--- src/rtl/alu_share_arbiter_pkg.sv ---
// alu_share_arbiter_pkg: shared ALU op codes, FSM state encodings and requester IDs
//   for the ALU sharing arbiter and its round-robin sub-block.
package alu_share_arbiter_pkg;
   localparam logic [2:0] OP_AND  = 3'b000;
   localparam logic [2:0] OP_OR   = 3'b001;
   localparam logic [2:0] OP_NOR  = 3'b010;
   localparam logic [2:0] OP_ADD  = 3'b011;
   localparam logic [2:0] OP_SUB  = 3'b100;
   localparam logic [2:0] OP_LUI  = 3'b101;
   localparam logic [2:0] OP_JAL  = 3'b110;
   localparam logic [2:0] OP_IDLE = 3'b111;
   typedef enum logic [1:0] {
      S_IDLE = 2'd0,
      S_EXEC = 2'd1,
      S_RESP = 2'd2
   } state_t;
   localparam logic REQ0 = 1'b0;
   localparam logic REQ1 = 1'b1;
endpackage

--- src/rtl/alu_share_arbiter_rr_arbiter2.sv ---
// rr_arbiter2: two-input round-robin grant.
//   clk/reset : clock, synchronous active-high reset (pointer returns to requester 0)
//   req       : request vector, bit n = requester n
//   advance   : strobe that moves the pointer away from the served requester
//   served    : ID of the requester just served
//   gnt       : one-hot (or zero) combinational grant
module rr_arbiter2
   import alu_share_arbiter_pkg::*;
(
   input  logic       clk,
   input  logic       reset,
   input  logic [1:0] req,
   input  logic       advance,
   input  logic       served,
   output logic [1:0] gnt
);
   logic ptr;
   always_ff @(posedge clk) begin
      if (reset) ptr <= REQ0;
      else if (advance) ptr <= ~served;
   end
   // A lone requester wins outright; the pointer only breaks ties.
   assign gnt = (&req) ? (ptr ? 2'b10 : 2'b01) : req;
endmodule

--- src/rtl/alu_share_arbiter.sv ---
// alu_share_arbiter: shares one combinational ALU between two requesters.
//   req0_*/req1_* : valid/ready operation inputs (op, a, b)
//   resp0_*/resp1_*: valid/ready result handshakes; resp_data/resp_zero are shared
//   alu_op/alu_a/alu_b : registered drive to the ALU; alu_result/alu_zero come back
//   busy          : high whenever a transaction is in flight
module alu_share_arbiter
   import alu_share_arbiter_pkg::*;
#(
   parameter int                  DATA_WIDTH = 32,
   parameter int                  OP_WIDTH   = 3,
   parameter logic [OP_WIDTH-1:0] IDLE_OP    = OP_IDLE
) (
   input  logic                  clk,
   input  logic                  reset,
   input  logic                  req0_valid,
   output logic                  req0_ready,
   input  logic [OP_WIDTH-1:0]   req0_op,
   input  logic [DATA_WIDTH-1:0] req0_a,
   input  logic [DATA_WIDTH-1:0] req0_b,
   input  logic                  req1_valid,
   output logic                  req1_ready,
   input  logic [OP_WIDTH-1:0]   req1_op,
   input  logic [DATA_WIDTH-1:0] req1_a,
   input  logic [DATA_WIDTH-1:0] req1_b,
   output logic                  resp0_valid,
   input  logic                  resp0_ready,
   output logic                  resp1_valid,
   input  logic                  resp1_ready,
   output logic [DATA_WIDTH-1:0] resp_data,
   output logic                  resp_zero,
   output logic [OP_WIDTH-1:0]   alu_op,
   output logic [DATA_WIDTH-1:0] alu_a,
   output logic [DATA_WIDTH-1:0] alu_b,
   input  logic [DATA_WIDTH-1:0] alu_result,
   input  logic                  alu_zero,
   output logic                  busy
);
   state_t              state, state_nx;
   logic                gid;
   logic [OP_WIDTH-1:0] op_q;
   logic [1:0]          gnt;
   logic                accept, resp_fire;
   // Requests are only visible to the arbiter in IDLE, so ready can never leak elsewhere.
   rr_arbiter2 u_arb (
      .clk     (clk),
      .reset   (reset),
      .req     ({req1_valid, req0_valid} & {2{state == S_IDLE && !reset}}),
      .advance (resp_fire),
      .served  (gid),
      .gnt     (gnt)
   );
   assign accept      = |gnt;
   assign req0_ready  = gnt[0];
   assign req1_ready  = gnt[1];
   assign resp0_valid = state == S_RESP && gid == REQ0;
   assign resp1_valid = state == S_RESP && gid == REQ1;
   assign resp_fire   = state == S_RESP && (gid ? resp1_ready : resp0_ready);
   assign busy        = state != S_IDLE;
   assign alu_op      = state == S_EXEC ? op_q : IDLE_OP;
   always_comb begin
      state_nx = state;
      state_nx = accept            ? S_EXEC :
                 state == S_EXEC   ? S_RESP :
                 resp_fire         ? S_IDLE : state;
   end
   always_ff @(posedge clk) begin
      if (reset) begin
         state     <= S_IDLE;
         gid       <= REQ0;
         op_q      <= IDLE_OP;
         alu_a     <= '0;
         alu_b     <= '0;
         resp_data <= '0;
         resp_zero <= 1'b0;
      end else begin
         state <= state_nx;
         if (accept) begin
            gid   <= gnt[1];
            op_q  <= gnt[1] ? req1_op : req0_op;
            alu_a <= gnt[1] ? req1_a : req0_a;
            alu_b <= gnt[1] ? req1_b : req0_b;
         end
         if (state == S_EXEC) begin
            resp_data <= alu_result;
            resp_zero <= alu_zero;
         end
      end
   end
endmodule

--- config.mk ---
export PLATFORM = sky130hd
export DESIGN_NAME = alu_share_arbiter
export DESIGN_NICKNAME = d
export VERILOG_FILES = /design/src/rtl/alu_share_arbiter_pkg.sv /design/src/rtl/alu_share_arbiter_rr_arbiter2.sv /design/src/rtl/alu_share_arbiter.sv
export SDC_FILE = /design/constraint.sdc
export NUM_CORES = 1
export LEC_CHECK = 0
export CAP_MARGIN = 40
export CORE_MARGIN = 4
export CORE_UTILIZATION = 42
export DETAILED_ROUTE_END_ITERATION = 12
export HOLD_SLACK_MARGIN = 0.12
export PLACE_DENSITY = 0.83
export SYNTH_ARGS = -nofsm -noshare
export SYNTH_HDL_FRONTEND = slang
export SYNTH_SLANG_ARGS = --single-unit
--- constraint.sdc ---
create_clock -name clk -period 3.8 [get_ports clk]
set_clock_uncertainty 0.15 [all_clocks]
set_input_delay 0.76 -clock clk [delete_from_list [all_inputs] [get_ports clk]]
set_output_delay 0.76 -clock clk [all_outputs]
set_load 0.005 [all_outputs]
==> flow_summary_export.csv <==
group,metric,value,unit
outcome,status,"finished clean",
critical_path,cp.arrival,2120,ps
drt,drt-wirelength-per-cell,20.09,um
critical_path,crit_start,"reset",
power,clockPowerShare,30.6,%
placed_design,gp_congestion,0.8059,
cells_and_area,nNetsFinal,977,
sta,hold_violations,0,
hold_path,hold_path_class,"flip-flop to flip-flop",
synthesis,seq_area_frac_synth,42.03,%
floorplan,coreArea,11470,um2
global_routing,track_usage,26.58,%
critical_path,cp_max_fo,17,
sta,final-max-slew-violation-count,0,
placed_design,placed_area,7637,um2
power,switching_share,29.39,%
sta,setup_viol,0,
drt,ant_nets,0,
critical_path,startpoint_type,"input pin",
drt,drt_iter0_drc,567,
critical_path,required,2890,ps
sta,rsz0062_at_grt,"no",
cells_and_area,fill_cells,919,
drt,dr.pass1.iters,6,
sta,tightest_slew,802.9,ps
critical_path,r2r_slack,1650,ps
clock_tree,cts_tree,"built",
cells_and_area,final_cell_mix,"275 x clkdlybuf4s50_1, 104 x dfxtp_1, 102 x a21oi_1",
critical_path,crit_slowest_cell,"clkdlybuf4s50_1",
sta,fin_crit_sh,79.83,%
synthesis,syn-num-nets,765,
drt,drt-vias-per-instance,6.117,
clock_tree,clk_latency,330,ps
synthesis,synth_top_area_cell,"dfxtp_1",
run,max_cap_viol_count,0,
synthesis,ys_types,32,
power,power_density,365.6,nW/um2
sta,fin_crit,3033,ps
placed_design,port-buffer-count,277,
clock_tree,htreeDepth,3,
synthesis,ys_warn_count,0,
floorplan,die_w,116.6,um
synthesis,synth_area_per_cell,8.367,um2
power,p_leak,0.002589,uW
critical_path,rr_startpoint,"state[1]$_SDFFE_PP0P_",
clock_tree,cts_root_buffer,"clkbuf_16",
critical_path,reg2reg_depth,4,
power,ir_drop,0.0002337,V
sta,finalSetupTns,0,ps
critical_path,worst_path_largest_cell_delay,540,ps
clock_tree,cts_resized,0,
cells_and_area,finalInstanceArea,7916,um2
cells_and_area,mostFrequentLayoutCell,"clkdlybuf4s50_1",
drt,drcViolationCount,0,
clock_tree,clock_sinks,104,
power,comb_power_share,26.8,%
critical_path,crit_path_cell_trace,"buf_4 > or3_2 > nor3_2 > clkdlybuf4s50_1",
clock_tree,cts_hold_buf,0,
synthesis,synth-seq-cells,104,
floorplan,boundaryPins,278,
global_routing,grt_max_degree,136,
drt,finalWirelength,19100,um
clock_tree,cts_setup_buffers,0,
critical_path,crit_buf_inv,2,
global_routing,grt_antenna_before_repair,0,
clock_tree,clk_pin_slew_worst_paths,70,ps
synthesis,synthTopCellsByArea,"dfxtp_1 42%, a311oi_1 11%, a21oi_1 10%",
critical_path,timing.rr.end,"alu_b[25]$_SDFFE_PP0P_",
floorplan,die_h,116.6,um
drt,vias,5817,
global_routing,grt_pass1_wl,29220,um
critical_path,crit_type,"input pin to primary output",
global_routing,first_global_vias,5681,
synthesis,synth_top_area_share,42.03,%
sta,slew_headroom,46.48,%
floorplan,start_util,43.20,%
clock_tree,cts_made_buffers,9,
critical_path,end_kind,"primary output",
power,p_int,2044,uW
cells_and_area,area_delta_synth_final,59.81,%
synthesis,synthCells,592,
power,pwr-share-seq,42.6,%
floorplan,rows,39,
global_routing,grt_overflow_total,0,
synthesis,syn_area,4954,um2
critical_path,path_depth,4,
critical_path,cp-endpoint,"req1_ready",
cells_and_area,drive_gt1_share,5.198,%
placed_design,hpwl,13010,um
critical_path,cp_top_family,"buffers and inverters",
cells_and_area,diodes,0,
clock_tree,ctsLongestPathBuffers,2,
sta,fmax,0.3297,GHz
floorplan,die-area,13600,um2
power,netSwitchingPower,850.5,uW
-- cell usage after synthesis --
cell / number
dfxtp_1: 104
a21oi_1: 102
nand2_1: 70
nand4_1: 67
o31ai_1: 67
a311oi_1: 64
clkbuf_1: 54
buf_2: 25
buf_6: 5
nand2b_1: 5
buf_4: 3
a32oi_1: 2
and3b_1: 2
buf_1: 2
nor2b_1: 2
nor3_2: 2
a211oi_1: 1
a31o_2: 1
a31oi_1: 1
and2_1: 1
and3_1: 1
clkbuf_2: 1
inv_1: 1
inv_2: 1
mux2i_1: 1
nand3b_1: 1
nor2_1: 1
nor3b_1: 1
o21bai_1: 1
or2_0: 1
or2_2: 1
or3_1: 1
-- layout make-up --
type | instances | area, um2 | area share, %
flip-flops and latches | 104 | 2082 | 26.30
clock inverters | 6 | 53.80 | 0.6796
inverters | 2 | 7.507 | 0.09483
clock buffers | 9 | 225.2 | 2.845
multi-input cells | 396 | 2466 | 31.15
well taps | 143 | 178.9 | 2.260
repair buffers | 291 | 2903 | 36.67
-- routing by layer --
| metal | global-route usage (%) | share of wire, % |
|---|---|---|
| met1 | 32.15 | 38 |
| met2 | 45.27 | 48 |
| met3 | 7.254 | 11 |
| met4 | 9.786 | 3.2 |
| met5 | 0 | 0 |
-- power by group through the flow --
stage | clock (uW) | combinational, uW | sequential (uW)
floorplan | 0 | 342 | 1250
global placement | 0 | 748 | 1250
detailed placement | 0 | 772 | 1260
CTS | 899 | 773 | 1230
global route | 944 | 837 | 1240
finish | 887 | 776 | 1230
-- flip-flops by register name, summed over array words and instances (netlist names) --
name and count:
u_arb.ptr 1, resp_data 32, op_q 3, alu_b 32
gid 1, resp_zero 1, state 2, alu_a 32
-- tightest hold or removal path: stages (launching register included) --
cell and delay (ps):
dfxtp_1 310, nand2_1 50, a21oi_1 50
-- worst min-delay path by stage --
stage,start,cells after the start,endpoint
after floorplan,resp_data[0]$_SDFFE_PP0P_,2,resp_data[0]$_SDFFE_PP0P_
after global placement,resp_data[4]$_SDFFE_PP0P_,2,resp_data[4]$_SDFFE_PP0P_
after detailed placement,resp_data[5]$_SDFFE_PP0P_,2,resp_data[5]$_SDFFE_PP0P_
after CTS,resp_data[5]$_SDFFE_PP0P_,2,resp_data[5]$_SDFFE_PP0P_
after global routing,resp_data[5]$_SDFFE_PP0P_,2,resp_data[5]$_SDFFE_PP0P_
final,resp_data[5]$_SDFFE_PP0P_,2,resp_data[5]$_SDFFE_PP0P_
-- per-stage QoR --
| stage | hold slack (ps) | worst slack [ps] | std cells | power [uW] | utilization (%) |
|---|---|---|---|---|---|
| global route | 333.7 | 691.2 | 951 | 3022 | 69.03 |
| CTS | 306.8 | 755.9 | 951 | 2905 | 69.03 |
| global placement | 290.3 | 737.1 | 934 | 1999 | 66.30 |
| finish | 303.6 | 766.5 | 951 | 2894 | 69.03 |
| detailed placement | 297.0 | 756.3 | 936 | 2027 | 66.60 |
| floorplan | 302.7 | 1177 | 592 | 1595 | - |
-- logic make-up (layout without fill, tap and decap cells) --
kind of cell           Yosys count  count (layout)  synth area share, %
buffers and inverters           92             308                8.613
DFF                            104             104                42.03
and+or+nand+nor                156             156                16.42
AOI/OAI and AO/OA              239             239                32.74
muxes                            1               1               0.2021
(Power assumes the default switching activity.)
